===== src/rtl/aes_pkg.sv =====
// aes_pkg: shared block geometry, sender state type and word-select helper for the AES input port.
package aes_pkg;
  localparam int AES_BLK_BYTES = 16;
  localparam int AES_BLK_WORDS = 4;
  localparam int AES_WORD_W    = 32;
  typedef enum logic {IDLE, SEND} aes_state_e;
  function automatic logic [AES_WORD_W-1:0] aes_word(input logic [8*AES_BLK_BYTES-1:0] blk,
                                                     input logic [1:0] idx);
    return blk[8*AES_BLK_BYTES-1 - AES_WORD_W*idx -: AES_WORD_W];
  endfunction
endpackage


===== src/rtl/aes_inport_sync.sv =====
// aes_inport_sync: two-flop synchronizer with a configurable reset value.
module aes_inport_sync #(
  parameter int           W       = 9,
  parameter logic [W-1:0] RST_VAL = '0
) (
  input  logic         clk,
  input  logic         rst,
  input  logic [W-1:0] d_i,
  output logic [W-1:0] q_o
);
  logic [W-1:0] s1_q, s2_q;
  always_ff @(posedge clk) begin
    if (rst) begin
      s1_q <= RST_VAL;
      s2_q <= RST_VAL;
    end else begin
      s1_q <= d_i;
      s2_q <= s1_q;
    end
  end
  assign q_o = s2_q;
endmodule


===== src/rtl/aes_inport.sv =====
// aes_inport: byte-serial block receiver that bursts each 128-bit block to the AES core as four words.
// Defining AES_INPORT_SYNC_EN adds a 2-flop input synchronizer (+2 cycles latency).
module aes_inport import aes_pkg::*; #(
  parameter int TIMEOUT_W = 16
) (
  input  logic                  clk,
  input  logic                  rst,
  input  logic [7:0]            in_data,
  input  logic                  in_valid,
  output logic [AES_WORD_W-1:0] pass_data,
  output logic                  aes_en,
  output logic                  in_busy,
  output logic                  err_tout
);
  localparam int BW = 8 * AES_BLK_BYTES;
  localparam logic [TIMEOUT_W-1:0] GAP_MAX = '1;
  logic [8:0] in_s;
  logic [7:0] data_s;
  logic valid_s;
`ifdef AES_INPORT_SYNC_EN
  aes_inport_sync #(.W(9), .RST_VAL(9'h100)) u_sync (
    .clk (clk),
    .rst (rst),
    .d_i ({in_valid, in_data}),
    .q_o (in_s)
  );
`else
  assign in_s = {in_valid, in_data};
`endif
  assign valid_s = in_s[8];
  assign data_s  = in_s[7:0];
  aes_state_e state_q, state_d;
  logic valid_q;
  logic [3:0] byte_cnt_q, byte_cnt_d;
  logic [1:0] word_cnt_q, word_cnt_d;
  logic [TIMEOUT_W-1:0] gap_cnt_q, gap_cnt_d;
  logic [BW-1:0] ibuf_q, ibuf_d, obuf_q, obuf_d;
  logic [AES_WORD_W-1:0] pass_data_q, pass_data_d;
  logic aes_en_q, aes_en_d, in_busy_q, in_busy_d, err_tout_q, err_tout_d;
  logic rise, done, expire;
  always_comb begin
    rise        = valid_s & ~valid_q;
    done        = rise && byte_cnt_q == 4'(AES_BLK_BYTES - 1);
    // A byte arriving on the expiry cycle is kept rather than discarded.
    expire      = !rise && byte_cnt_q != 4'd0 && gap_cnt_q == GAP_MAX;
    byte_cnt_d  = expire ? 4'd0 : rise ? byte_cnt_q + 4'd1 : byte_cnt_q;
    gap_cnt_d   = (rise || expire) ? '0
                : (byte_cnt_q != 4'd0 && gap_cnt_q != GAP_MAX) ? gap_cnt_q + 1'b1 : gap_cnt_q;
    ibuf_d      = ibuf_q;
    if (rise) ibuf_d[{~byte_cnt_q, 3'b000} +: 8] = data_s;
    obuf_d      = done ? {ibuf_q[BW-1:8], data_s} : obuf_q;
    state_d     = state_q == IDLE ? (done ? SEND : IDLE)
                : (word_cnt_q == 2'(AES_BLK_WORDS - 1) ? IDLE : SEND);
    word_cnt_d  = state_q == SEND ? word_cnt_q + 2'd1 : 2'd0;
    aes_en_d    = state_d == SEND;
    in_busy_d   = state_d == SEND;
    pass_data_d = aes_en_d ? aes_word(obuf_d, word_cnt_d) : pass_data_q;
    err_tout_d  = expire;
  end
  always_ff @(posedge clk) begin
    if (rst) begin
      state_q     <= IDLE;
      valid_q     <= 1'b1;
      byte_cnt_q  <= '0;
      word_cnt_q  <= '0;
      gap_cnt_q   <= '0;
      ibuf_q      <= '0;
      obuf_q      <= '0;
      pass_data_q <= '0;
      aes_en_q    <= 1'b0;
      in_busy_q   <= 1'b0;
      err_tout_q  <= 1'b0;
    end else begin
      state_q     <= state_d;
      valid_q     <= valid_s;
      byte_cnt_q  <= byte_cnt_d;
      word_cnt_q  <= word_cnt_d;
      gap_cnt_q   <= gap_cnt_d;
      ibuf_q      <= ibuf_d;
      obuf_q      <= obuf_d;
      pass_data_q <= pass_data_d;
      aes_en_q    <= aes_en_d;
      in_busy_q   <= in_busy_d;
      err_tout_q  <= err_tout_d;
    end
  end
  assign pass_data = pass_data_q;
  assign aes_en    = aes_en_q;
  assign in_busy   = in_busy_q;
  assign err_tout  = err_tout_q;
endmodule


===== config.mk =====
export PLATFORM = sky130hd
export DESIGN_NAME = aes_inport
export DESIGN_NICKNAME = d
export VERILOG_FILES = /design/src/rtl/aes_pkg.sv /design/src/rtl/aes_inport_sync.sv /design/src/rtl/aes_inport.sv
export SDC_FILE = /design/constraint.sdc
export NUM_CORES = 1
export LEC_CHECK = 0
export ABC_CLOCK_PERIOD_IN_PS = 3400
export CORE_MARGIN = 2
export CORE_UTILIZATION = 45
export DETAILED_ROUTE_END_ITERATION = 10
export HOLD_SLACK_MARGIN = 0.06
export SKIP_CTS_REPAIR_TIMING = 1
export SLEW_MARGIN = 10
export SYNTH_ARGS = -nofsm -noshare
export SYNTH_HDL_FRONTEND = slang
export SYNTH_SLANG_ARGS = --single-unit

===== constraint.sdc =====
create_clock -name clk -period 3.4 [get_ports clk]
set_clock_uncertainty 0.1 [all_clocks]
set_input_delay 0.68 -clock clk [delete_from_list [all_inputs] [get_ports clk]]
set_output_delay 0.68 -clock clk [all_outputs]
set_load 0.1 [all_outputs]

==> qor.txt <==
Relative slew slack -> 30.06%
R2R Path Start -> byte_cnt_q[1]$_SDFFE_PP0P_
Crit path max-delay cell type -> dfxtp_1
Full die area -> 29760 um^2
CP endpoint kind -> register
CTS Buffer Depth -> 3
Worst hold start -> obuf_q[109]$_SDFF_PP0_
CP peak stage delay -> 0.49 ns
Cell Pwr Density -> 507.3 nW/um^2
N_diodes -> 0
Final Cycle Share -> 82.78%
Post-route ant nets -> 0
Number of max-cap violations -> 0
Post-synth top area cell -> dfxtp_1
Total gr overflow -> 0
Vias -> 10080
CTS tree -> built
Die height -> 172.5 um
Synthesized net count -> 1412
Initial antenna violation count -> 0
Largest delay share family, worst path -> simple AND/OR/NAND/NOR gates
Final core utilization -> 52.76%
Status -> finished, final reports clean
Root Buffer -> clkbuf_16
Chip width -> 172.5 um
Synth warnings -> 0
Leak -> 5.667 nW
Dominant cells by area after synthesis -> dfxtp_1, mux2i_1, a21oi_1
Worst EP required -> 3.72 ns
DRC violations left -> 0
Worst slew pin tran -> 1.049 ns
RSZ-0062 raised after global routing -> no
Top Ports -> 46
Fmax -> 355.3 MHz
Final setup fails -> 0
Post-synth top area share -> 47.78%
Hold Crit Class -> register to register
Critical Path Fanout Max -> 50
CP Cell Sequence -> ha_1 -> nand3_4 -> or2_4 -> buf_4 -> mux2i_4 -> buf_12 -> nor2_1 -> a311oi_1
Startpoint Class -> register
Total negative setup slack -> 0 ns
FF-to-FF End -> pass_data[1]$_SDFFE_PP0P_
First-pass GRT wire length -> 53790 um
FFs w/ async S/R, synth -> 0%
Most frequent cell after synthesis -> dfxtp_1
Iteration count of the initial detailed-routing pass -> 5
Clk sink count -> 305
Commonest cells in the netlist -> dfxtp_1, nor2_1, nand2_1, a21oi_1, mux2i_1
Final layout net count -> 1432
Mapped cell area -> 12780 um^2
Worst-Skew Late Latency -> 0.50 ns
# H-tree levels -> 2
R2R Setup Slk -> 0.59 ns
Worst Path Buf+Inv -> 2
Critical path class -> register to register
Worst hold path depth -> 2
Synth Area per Inst -> 9.160 um^2
Fin crit period -> 2.815 ns
Core area -> 27860 um^2
EDFF count, synth -> 0
Final WL -> 34020 um
Register area share after synthesis -> 47.78%
I/O Buffers -> 45
Maximum vdd ir drop -> 0.0003196 V
RePlAce Congestion -> 0.7855
Post-synthesis cell type count -> 52
Clk slew on worst S/H paths -> 0.06 ns
Layout cells sized above 1 -> 12.26%
Gr usage total -> 22.49%
Crit path arrival time -> 3.13 ns
Wire per inst -> 18.76 um
Largest net degree at the start of global routing -> 128
Vias per cell -> 5.557
#FFs+latches synth -> 305
Cell count after synthesis -> 1395
Main synth FF type -> dfxtp_1
First DRT Iteration DRCs -> 730
Starting Density -> 45.87%
Worst Reg-to-Reg Cells -> 8
Hold endpoint -> obuf_q[109]$_SDFF_PP0_
Syn-to-layout area delta -> 15.03%
Max-slew violations -> 0
Hold Vio Cnt, Final -> 0
Vias in the first global route -> 9460
CTS Buf Count -> 34
DP Wirelength -> 21730 um
Row Count -> 61
## cells in the final DEF (no fill, tap or decap), types with 11 or more instances in the layout
master     Yosys  routed
a21oi_1      147     147
a221o_1       48      48
a311oi_1      17      17
a31oi_1       16      16
and2_1        31      31
buf_4         12      79
clkbuf_16      0      35
clkbuf_8       0      12
dfxtp_1      305     305
mux2i_1      133     131
mux4_2        16      16
nand2_1      167     166
nand2b_1      21      20
nand3_1       60      60
nor2_1       171     171
nor2b_1       12      12
o21ai_0       49      49
o21bai_1      16      16
xnor2_1       11      11
## worst max-delay path by stage
| stage | from | end | slack (ns) | depth (start not counted) |
|---|---|---|---|---|
| 2_1_floorplan | in_busy$_SDFF_PP0_ | pass_data[0]$_SDFFE_PP0P_ | 0.88 | 6 |
| 3_3_place_gp | in_valid | pass_data[9]$_SDFFE_PP0P_ | 0.33 | 8 |
| 3_5_place_dp | in_valid | pass_data[9]$_SDFFE_PP0P_ | 0.25 | 8 |
| 4_1_cts | byte_cnt_q[1]$_SDFFE_PP0P_ | pass_data[9]$_SDFFE_PP0P_ | 0.57 | 8 |
| 5_1_grt | byte_cnt_q[1]$_SDFFE_PP0P_ | pass_data[16]$_SDFFE_PP0P_ | 0.36 | 8 |
| 6_report | byte_cnt_q[1]$_SDFFE_PP0P_ | pass_data[1]$_SDFFE_PP0P_ | 0.59 | 8 |
## registers in the layout, summed over array words and instances (netlist names)
signal and flops:
in_busy 1, err_tout 1, ibuf_q 120, byte_cnt_q 4
valid_q 1, obuf_q 128, pass_data 32, word_cnt_q 2
gap_cnt_q 16
## worst min-delay path: stages, from the launching register on
cell	delay (ns)
dfxtp_1	0.31
nand2_1	0.05
a21oi_1	0.05
## metrics by stage
stage	setup slack, ns	total power [mW]	hold slack [ns]	instance area (um^2)	instances
2_1_floorplan	0.8842	3.764	0.3331	12780	1395
3_3_place_gp	0.3262	3.831	0.3385	13570	1757
3_5_place_dp	0.2452	3.831	0.3465	13570	1757
4_1_cts	0.5697	7.522	0.3545	14700	1813
5_1_grt	0.3587	7.693	0.3704	14700	1813
6_report	0.5854	7.457	0.3528	14700	1813
## cells by family after synthesis
| family | count (synthesis) | synth area share (%) |
|---|---|---|
| compound gates | 306 | 15.30 |
| xor+xnor | 15 | 1.028 |
| fa+ha+maj | 6 | 0.5875 |
| buf+inv | 116 | 4.259 |
| flops | 305 | 47.78 |
| mux | 150 | 13.33 |
| simple gates | 497 | 17.71 |
## where the power goes
| part | leakage, nW | total (mW) | internal (mW) | switching, mW |
|---|---|---|---|---|
| combinational | 2.65 | 0.170 | 0.0473 | 0.123 |
| clock | 0.560 | 3.70 | 2.26 | 1.44 |
| sequential | 2.46 | 3.58 | 3.58 | 0.00413 |
| total | 5.67 | 7.46 | 5.89 | 1.57 |
## metal layers
metal  global-route usage (%)  wire, um
met5                        0         0
met4                    6.090       675
met3                    3.515      1449
met2                    35.99     15550
met1                    31.59     16340
## layout make-up
type,count,area [um^2]
Clock buffer,50,1042
Sequential cell,305,6106
Multi-Input combinational cell,974,6158
Inverter,5,18.77
Clock inverter,6,83.83
Fill cell,2560,13160
Tap cell,378,473.0
Timing Repair Buffer,95,817.0
No activity file was read; power rests on OpenSTA's default activity.
